==> config.mk <==
export PLATFORM = sky130hd
export DESIGN_NAME = multicycle_control_fsm
export DESIGN_NICKNAME = d
export VERILOG_FILES = /design/src/rtl/multicycle_control_fsm.sv
export SDC_FILE = /design/constraint.sdc
export NUM_CORES = 1
export LEC_CHECK = 0
export CAP_MARGIN = 20
export CORE_MARGIN = 8
export CORE_UTILIZATION = 51
export DETAILED_ROUTE_END_ITERATION = 6
export GPL_TIMING_DRIVEN = 0
export PLACE_DENSITY = 0.79
export SLEW_MARGIN = 30
export SYNTH_ARGS = -nofsm -noshare
export SYNTH_HDL_FRONTEND = slang
export SYNTH_SLANG_ARGS = --single-unit
==> constraint.sdc <==
create_clock -name i_clk -period 2.8 [get_ports i_clk]
set_input_delay 0.56 -clock i_clk [delete_from_list [all_inputs] [get_ports i_clk]]
set_output_delay 0.56 -clock i_clk [all_outputs]
set_load 0.01 [all_outputs]
==> src/rtl/multicycle_control_fsm.sv <==
// Multi-cycle sequencer for the RV32I-subset datapath: FETCH/DECODE/EXEC/MEM/WB with
// bounded memory handshakes, a retired-instruction counter and a sticky HALT on errors.
module multicycle_control_fsm #(
    parameter int MEM_TIMEOUT = 16,
    parameter int CNT_W       = 32
) (
    input  logic             i_clk,
    input  logic             i_reset,
    input  logic             i_run,
    input  logic [6:0]       i_opcode,
    input  logic             i_alu_zero,
    input  logic             i_imem_ready,
    input  logic             i_dmem_ready,
    output logic             o_imem_req,
    output logic             o_dmem_req,
    output logic             o_ir_write,
    output logic             o_pc_write,
    output logic             o_pc_branch,
    output logic             o_reg_write,
    output logic             o_alu_src,
    output logic [1:0]       o_alu_op,
    output logic             o_mem_read,
    output logic             o_mem_write,
    output logic             o_mem_to_reg,
    output logic             o_halted,
    output logic [1:0]       o_err_code,
    output logic [CNT_W-1:0] o_retired
);

    typedef enum logic [2:0] {
        S_IDLE, S_FETCH, S_DECODE, S_EXEC, S_MEM, S_WB, S_HALT
    } state_t;

    typedef enum logic [2:0] {
        C_R, C_I, C_LOAD, C_STORE, C_BRANCH
    } iclass_t;

    state_t           r_state, w_next;
    iclass_t          r_class, w_class;
    logic [7:0]       r_wait, w_wait;
    logic [1:0]       r_err, w_err;
    logic [CNT_W-1:0] r_retired;
    logic             w_retire;

    logic       r_imem_req, r_dmem_req, r_branch_exec, r_reg_write, r_alu_src;
    logic       r_mem_read, r_mem_write, r_mem_to_reg, r_halted;
    logic [1:0] r_alu_op, r_err_out;
    logic       w_imem_req, w_dmem_req, w_branch_exec, w_reg_write, w_alu_src;
    logic       w_mem_read, w_mem_write, w_mem_to_reg, w_halted;
    logic [1:0] w_alu_op, w_err_out;

    always_ff @(posedge i_clk) begin
        if (!i_reset) begin
            r_state       <= S_IDLE;
            r_class       <= C_R;
            r_wait        <= '0;
            r_err         <= '0;
            r_retired     <= '0;
            r_imem_req    <= 1'b0;
            r_dmem_req    <= 1'b0;
            r_branch_exec <= 1'b0;
            r_reg_write   <= 1'b0;
            r_alu_src     <= 1'b0;
            r_alu_op      <= '0;
            r_mem_read    <= 1'b0;
            r_mem_write   <= 1'b0;
            r_mem_to_reg  <= 1'b0;
            r_halted      <= 1'b0;
            r_err_out     <= '0;
        end else begin
            r_state       <= w_next;
            r_class       <= w_class;
            r_wait        <= w_wait;
            r_err         <= w_err;
            r_retired     <= w_retire ? r_retired + CNT_W'(1) : r_retired;
            r_imem_req    <= w_imem_req;
            r_dmem_req    <= w_dmem_req;
            r_branch_exec <= w_branch_exec;
            r_reg_write   <= w_reg_write;
            r_alu_src     <= w_alu_src;
            r_alu_op      <= w_alu_op;
            r_mem_read    <= w_mem_read;
            r_mem_write   <= w_mem_write;
            r_mem_to_reg  <= w_mem_to_reg;
            r_halted      <= w_halted;
            r_err_out     <= w_err_out;
        end
    end

    always_comb begin
        w_next   = r_state;
        w_class  = r_class;
        w_wait   = r_wait;
        w_err    = r_err;
        w_retire = 1'b0;
        case (r_state)
            S_IDLE: begin
                if (i_run) begin
                    w_next = S_FETCH;
                    w_wait = '0;
                end
            end
            S_FETCH: begin
                if (i_imem_ready) begin
                    w_next = S_DECODE;
                end else if (r_wait == 8'(MEM_TIMEOUT - 1)) begin
                    w_next = S_HALT;
                    w_err  = 2'b10;
                end else begin
                    w_wait = r_wait + 8'd1;
                end
            end
            S_DECODE: begin
                w_next = S_EXEC;
                case (i_opcode)
                    7'b0110011: w_class = C_R;
                    7'b0010011: w_class = C_I;
                    7'b0000011: w_class = C_LOAD;
                    7'b0100011: w_class = C_STORE;
                    7'b1100011: w_class = C_BRANCH;
                    default: begin
                        w_next = S_HALT;
                        w_err  = 2'b01;
                    end
                endcase
            end
            S_EXEC: begin
                w_wait = '0;
                case (r_class)
                    C_BRANCH: begin
                        w_next   = S_FETCH;
                        w_retire = 1'b1;
                    end
                    C_LOAD, C_STORE: w_next = S_MEM;
                    default:         w_next = S_WB;
                endcase
            end
            S_MEM: begin
                if (i_dmem_ready) begin
                    if (r_class == C_LOAD) begin
                        w_next = S_WB;
                    end else begin
                        w_next   = S_FETCH;
                        w_wait   = '0;
                        w_retire = 1'b1;
                    end
                end else if (r_wait == 8'(MEM_TIMEOUT - 1)) begin
                    w_next = S_HALT;
                    w_err  = 2'b11;
                end else begin
                    w_wait = r_wait + 8'd1;
                end
            end
            S_WB: begin
                w_next   = S_FETCH;
                w_wait   = '0;
                w_retire = 1'b1;
            end
            S_HALT:  w_next = S_HALT;
            default: w_next = S_IDLE;
        endcase

        // Outputs are decoded from the state being entered so they line up with it.
        w_imem_req    = (w_next == S_FETCH);
        w_dmem_req    = (w_next == S_MEM);
        w_mem_read    = (w_next == S_MEM) && (w_class == C_LOAD);
        w_mem_write   = (w_next == S_MEM) && (w_class == C_STORE);
        w_branch_exec = (w_next == S_EXEC) && (w_class == C_BRANCH);
        w_alu_src     = (w_next == S_EXEC) && (w_class != C_R) && (w_class != C_BRANCH);
        w_alu_op      = 2'b00;
        if (w_next == S_EXEC) begin
            if (w_class == C_R || w_class == C_I) begin
                w_alu_op = 2'b10;
            end else if (w_class == C_BRANCH) begin
                w_alu_op = 2'b01;
            end
        end
        w_reg_write   = (w_next == S_WB);
        w_mem_to_reg  = (w_next == S_WB) && (w_class == C_LOAD);
        w_halted      = (w_next == S_HALT);
        w_err_out     = (w_next == S_HALT) ? w_err : 2'b00;
    end

    // Completion strobes qualify the registered state flag with the handshake seen this cycle.
    assign o_ir_write   = r_imem_req & i_imem_ready;
    assign o_pc_write   = r_imem_req & i_imem_ready;
    assign o_pc_branch  = r_branch_exec & i_alu_zero;
    assign o_imem_req   = r_imem_req;
    assign o_dmem_req   = r_dmem_req;
    assign o_reg_write  = r_reg_write;
    assign o_alu_src    = r_alu_src;
    assign o_alu_op     = r_alu_op;
    assign o_mem_read   = r_mem_read;
    assign o_mem_write  = r_mem_write;
    assign o_mem_to_reg = r_mem_to_reg;
    assign o_halted     = r_halted;
    assign o_err_code   = r_err_out;
    assign o_retired    = r_retired;

endmodule

Yosys cells after proc, flatten, opt, wreduce, memory -nomap -nowiden
Index checks and enable logic that the tools add are counted.
- add/subtract/negate cells: 2
- equal/unequal tests: 28
- mux-type cells: 28
- bitwise gates (word level): 4
- reductions and logical operators: 18
- operators by type and width (operator ; number):
    2-to-1 mux 8 bit ; 5
    adder 32 x 1 -> 32 bit (second input constant) ; 1
    case mux 8 bit (4 select lines) ; 1
    == test 3 bit (second input constant) ; 8
    == test 3 x 2 -> 1 bit (second input constant) ; 7
    2-to-1 mux 3 bit ; 7
    case mux 3 bit (7 select lines) ; 1
    case mux 3 bit (5 select lines) ; 1
    == test 7 x 6 -> 1 bit (second input constant) ; 2
    2-to-1 mux 2 bit ; 6
    == test 3 x 1 -> 1 bit (second input constant) ; 3
    adder 8 x 1 -> 8 bit (second input constant) ; 1
    == test 8 x 4 -> 1 bit (second input constant) ; 1
    == test 7 x 2 -> 1 bit (second input constant) ; 1
    == test 7 x 5 -> 1 bit (second input constant) ; 1
    == test 7 bit (second input constant) ; 1
    logical AND 1 bit ; 6
    zero test 3 bit ; 2
    != test 3 bit (second input constant) ; 2
    case mux 2 bit (3 select lines) ; 1
    case mux 3 bit (2 select lines) ; 1
    OR reduction 5 bit ; 1
    2-to-1 mux 1 bit ; 4
    != test 2 bit (second input constant) ; 2
    other kinds (10) ; 14
- register bits after elaboration: 61
- bits of input ports: 13
- output and inout bits: 47
- logic and storage cells: 97

Depth between registers and ports, before layout
- word-level depth: 7
- gate-level depth with buffers: 8
- mapped depth without buffers: 7

Worst setup path after synthesis
No wires, ideal clock.
- kind: input to register
- start: input port i_opcode[2]
- end: register r_wait[7]
- library setup time: 0.074 ns
- data arrival time: 2.205 ns
- required time: 2.726 ns
- setup slack: 0.521 ns
- stages on the path: 7
- path buffers: 1
- cell sequence: nand4bb_1 > or2_0 > buf_2 > o22a_1 > a2111o_1 > a21o_1 > a31oi_2
- RTL lines (element ; RTL line ; text):
    start, declared ; 10 ; input logic [6:0] i_opcode,
    end signal, assigned ; 73 ; r_wait <= w_wait;
    end, declared ; 40 ; logic [7:0] r_wait, w_wait;

==> flow_summary.html <==
<table>
<tr><th>Metric</th><th>Value</th></tr>
<tr><th colspan="2">Status</th></tr>
<tr><td>Outcome</td><td>completed</td></tr>
<tr><th colspan="2">Placed design</th></tr>
<tr><td>Routability congestion estimate from global placement</td><td>0.931</td></tr>
<tr><td>Worst slack at placement</td><td>-0.101 ns</td></tr>
<tr><td>Post-detailed-placement half-perimeter wirelength</td><td>5520 um</td></tr>
<tr><td>Number of buffers added on ports</td><td>58</td></tr>
<tr><th colspan="2">Route</th></tr>
<tr><td>First-iteration detailed-routing DRC count</td><td>218</td></tr>
<tr><td>Residual DRC</td><td>0</td></tr>
<tr><td>Via count</td><td>2871</td></tr>
<tr><td>Count of TritonRoute iterations in the first routing pass</td><td>5</td></tr>
<tr><td>Ratio of routed vias to standard cells</td><td>5.71</td></tr>
<tr><td>Routed wire length per instance</td><td>15.2 um</td></tr>
<tr><td>Total length of routed wires</td><td>7670 um</td></tr>
<tr><td>Remaining antenna violation count</td><td>0</td></tr>
<tr><th colspan="2">Timing</th></tr>
<tr><td>Max-Slew Margin vs Limit</td><td>40.6%</td></tr>
<tr><td>Final Hold Violating Endpoints</td><td>0</td></tr>
<tr><td>Unrepaired setup endpoints after global routing</td><td>no</td></tr>
<tr><td>Worst Setup Slack, final</td><td>0.229 ns</td></tr>
<tr><td>Period utilisation layout</td><td>91.8%</td></tr>
<tr><td>Minimum hold slack</td><td>0.497 ns</td></tr>
<tr><td>Final-report setup violation count</td><td>0</td></tr>
<tr><td>Transition time of the tightest slew-check pin</td><td>0.885 ns</td></tr>
<tr><td>Slew Limit Fails</td><td>0</td></tr>
<tr><td>Clock tree skew after final layout</td><td>0.00800 ns</td></tr>
<tr><td>Highest clock rate</td><td>389 MHz</td></tr>
<tr><td>Final worst path period need</td><td>2.57 ns</td></tr>
<tr><th colspan="2">Global route</th></tr>
<tr><td>GRT Total Usage</td><td>17.9%</td></tr>
<tr><td>Maximum number of pins on one net before global-route repair</td><td>13</td></tr>
<tr><td>Vias in the first global route</td><td>2741</td></tr>
<tr><td>Remaining Overflow, GRT</td><td>0</td></tr>
<tr><td>First-pass GRT wire length</td><td>12700 um</td></tr>
<tr><td>Initial antenna violation count</td><td>0</td></tr>
<tr><th colspan="2">Worst setup path</th></tr>
<tr><td>Worst Path Class, Setup</td><td>in -&gt; reg</td></tr>
<tr><td>Critical path capture point type</td><td>register</td></tr>
<tr><td>Signal arrival time at the worst endpoint</td><td>2.84 ns</td></tr>
<tr><td>Data required time of the critical path</td><td>3.07 ns</td></tr>
<tr><td>Slack of the worst reg-to-reg path</td><td>0.23 ns</td></tr>
<tr><td>Crit Reg-Reg Endpoint</td><td>o_retired[17]$_SDFFE_PN0P_</td></tr>
<tr><td>Worst reg-to-reg path cell count</td><td>6</td></tr>
<tr><td>Sort of element at the start of the critical path</td><td>input port</td></tr>
<tr><td>Peak fanout along the critical path</td><td>6</td></tr>
<tr><td>Startpoint of the worst register-to-register path</td><td>r_class[1]$_SDFF_PN0_</td></tr>
<tr><th colspan="2">Logic synthesis</th></tr>
<tr><td>Synthesized instance count</td><td>357</td></tr>
<tr><td>Share of async-settable or async-resettable flops after synthesis</td><td>0%</td></tr>
<tr><td>Most common flop cell mapped by yosys</td><td>dfxtp_1</td></tr>
<tr><td>Synthesized net count</td><td>372</td></tr>
<tr><td>Synthesized area</td><td>2960 um^2</td></tr>
<tr><td>Number of enable flip-flop cells after synthesis</td><td>0</td></tr>
<tr><td>Register area share after synthesis</td><td>41.2%</td></tr>
<tr><td>Number of distinct library cell variants in the gate-level netlist after synthesis</td><td>57</td></tr>
<tr><td>Number of flip-flops and latches in the synthesized netlist</td><td>61</td></tr>
<tr><td>Yosys warning total</td><td>0</td></tr>
<tr><td>Syn avg cell area</td><td>8.30 um^2</td></tr>
<tr><th colspan="2">Cells and area</th></tr>
<tr><td>Fraction of final layout cells with drive strength greater than 1</td><td>7.42%</td></tr>
<tr><td>Core utilization of the finished layout</td><td>69.6%</td></tr>
<tr><td>Number of fill cells in the layout</td><td>458</td></tr>
<tr><td>Layout net count</td><td>441</td></tr>
<tr><td>Commonest non-fill, non-tap cell in the layout</td><td>dfxtp_1</td></tr>
<tr><td>Synth-to-layout area growth</td><td>30.9%</td></tr>
<tr><td>Diode insertion count for antenna repair</td><td>0</td></tr>
<tr><td>Flip-flop count of the largest register after layout</td><td>32</td></tr>
<tr><td>Commonest non-fill, non-tap cells in the layout</td><td>dfxtp_1, clkdlybuf4s50_1, nor2_1, nand2_1, a21oi_1</td></tr>
<tr><th colspan="2">Clock tree</th></tr>
<tr><td>Cts repair resizes</td><td>0</td></tr>
<tr><td>Total clock sinks</td><td>61</td></tr>
<tr><td>Number of H-tree levels</td><td>3</td></tr>
<tr><td>Max Buffers Root-to-Sink</td><td>2</td></tr>
<tr><td>Hold buffer count at cts</td><td>0</td></tr>
<tr><td>CTS clk-pin slew, worst paths</td><td>0.07 ns</td></tr>
<tr><td>Clock latency on the worst-skew pair</td><td>0.34 ns</td></tr>
<tr><td>Number of setup buffers added after CTS</td><td>0</td></tr>
<tr><td>Clk root buf</td><td>clkbuf_8</td></tr>
<tr><td>TritonCTS Buffers</td><td>9</td></tr>
<tr><td>Clock tree from TritonCTS</td><td>yes</td></tr>
<tr><th colspan="2">Power and ir drop</th></tr>
<tr><td>Areal power density over the cells</td><td>523 nW/um^2</td></tr>
<tr><td>Cell leakage power</td><td>1.31 nW</td></tr>
<tr><td>Worst-case vdd ir drop</td><td>0.386 mV</td></tr>
<tr><td>Proportion of power drawn by combinational gates</td><td>8.4%</td></tr>
<tr><td>Clock network fraction of total power</td><td>48.0%</td></tr>
<tr><td>Post-layout power</td><td>0.00203 W</td></tr>
<tr><td>Share of total power in sequential cells</td><td>43.6%</td></tr>
<tr><td>Switch Pwr</td><td>0.000491 W</td></tr>
<tr><td>Net Sw Frac</td><td>24.2%</td></tr>
<tr><td>Internal power</td><td>0.00154 W</td></tr>
<tr><th colspan="2">Worst hold path</th></tr>
<tr><td>Hold EP</td><td>o_retired[26]$_SDFFE_PN0P_</td></tr>
<tr><td>Worst hold path class</td><td>reg -&gt; reg</td></tr>
<tr><td>Worst Hold Launch</td><td>o_retired[26]$_SDFFE_PN0P_</td></tr>
<tr><td>Cell depth of the worst min-delay path</td><td>2</td></tr>
<tr><th colspan="2">Floorplan</th></tr>
<tr><td>Die Wd</td><td>92.2 um</td></tr>
<tr><td>Effective utilization at floorplan</td><td>53.2%</td></tr>
<tr><td>Top Ports</td><td>60</td></tr>
<tr><td>Placeable core region</td><td>5570 um^2</td></tr>
<tr><td>Total die area</td><td>8510 um^2</td></tr>
<tr><td>Std cell rows</td><td>27</td></tr>
<tr><td>Die Height</td><td>92.2 um</td></tr>
<tr><th colspan="2">Flow run</th></tr>
<tr><td>Max-cap violations</td><td>0</td></tr>
</table>
cells in the mapped netlist (2+ instances only):
library cell | count | share of area (%)
xor2_1 | 6 | 1.8
a32o_1 | 2 | 0.68
a21oi_1 | 23 | 3.9
and2_1 | 7 | 1.5
o211ai_1 | 2 | 0.51
nor3_1 | 12 | 2.0
nor2_1 | 40 | 5.1
dfxtp_1 | 61 | 41
nand4_1 | 7 | 1.5
nor2b_1 | 2 | 0.42
or3_1 | 13 | 2.7
buf_4 | 2 | 0.51
nand4bb_1 | 3 | 1.1
a21o_1 | 4 | 1.0
or2_2 | 2 | 0.42
nor4b_1 | 4 | 1.2
a211oi_1 | 3 | 0.76
o22ai_1 | 2 | 0.42
a31oi_1 | 3 | 0.63
inv_1 | 15 | 1.9
nand2_1 | 27 | 3.4
and3_1 | 5 | 1.1
nor4_1 | 10 | 2.1
clkbuf_1 | 12 | 1.5
a31oi_2 | 2 | 0.84
xnor2_1 | 16 | 4.7
buf_2 | 2 | 0.34
or3b_2 | 3 | 0.89
o21ai_0 | 15 | 2.5
ha_1 | 2 | 0.84
nand2b_1 | 7 | 1.5
and4_1 | 5 | 1.5
a31o_2 | 2 | 0.59
nand3_1 | 13 | 2.2
logic make-up (layout without fill, tap and decap cells):
group / after synthesis / count (layout) / synth area share (%)
AOI/OAI and AO/OA: 72 / 72 / 16.2
and+or+nand+nor: 168 / 168 / 30.9
buffers and inverters: 32 / 106 / 4.39
xor gates and xnor gates: 22 / 22 / 6.50
DFF: 61 / 61 / 41.2
adders and majority gates: 2 / 2 / 0.844
area by class of cell:
class | count | area (um^2) | area share [%]
Clock buffer | 9 | 124 | 3.19
Buffer | 17 | 73.8 | 1.90
Tap cell | 72 | 90.1 | 2.32
Clock inverter | 7 | 123 | 3.16
Sequential cell | 61 | 1220 | 31.5
Inverter | 15 | 56.3 | 1.45
Timing Repair Buffer | 58 | 581 | 15.0
Multi-Input combinational cell | 264 | 1610 | 41.6
worst max-delay path, stage by stage:
cell             delay (ns)
clkdlybuf4s50_1        0.39
nand4bb_1              0.31
or2_0                  0.28
buf_2                  0.15
o22a_1                 0.21
a2111o_1               0.48
a21o_1                 0.28
a31oi_2                0.18
worst max path at each step:
stage	start	end	slack, ns	depth (start not counted)
after floorplan	i_opcode[2]	r_wait[7]$_SDFFE_PN0P_	0.52	7
after global routing	r_class[1]$_SDFF_PN0_	o_retired[29]$_SDFFE_PN0P_	0.09	6
after detailed placement	i_opcode[3]	r_wait[7]$_SDFFE_PN0P_	-0.10	8
after CTS	i_opcode[3]	r_wait[7]$_SDFFE_PN0P_	0.25	8
after global placement	i_opcode[2]	r_wait[6]$_SDFFE_PN0P_	-0.07	8
final	i_opcode[2]	r_wait[7]$_SDFFE_PN0P_	0.23	8
layer usage:
metal / global-route usage [%] / share of wire, %
met5: 0 / 0
met4: 9.13 / 2.5
met3: 3.91 / 5.4
met2: 29.2 / 46
met1: 21.8 / 46
per-stage QoR:
stage | TNS (ns) | instances | cell area (um^2)
floorplan | 0 | 357 | 2960
global placement | -0.269 | 487 | 3630
detailed placement | -0.415 | 487 | 3630
CTS | 0 | 503 | 3880
global route | 0 | 503 | 3880
finish | 0 | 503 | 3880
power by group through the flow:
stage | Clock (W) | Combinational, W | Sequential, W
global route | 0.00102 | 0.000188 | 0.000887
global placement | 0 | 0.000165 | 0.000905
detailed placement | 0 | 0.000168 | 0.000906
CTS | 0.000983 | 0.000169 | 0.000886
floorplan | 0 | 0.000105 | 0.000905
finish | 0.000975 | 0.000171 | 0.000886
Power figures use the tool's default switching activity.
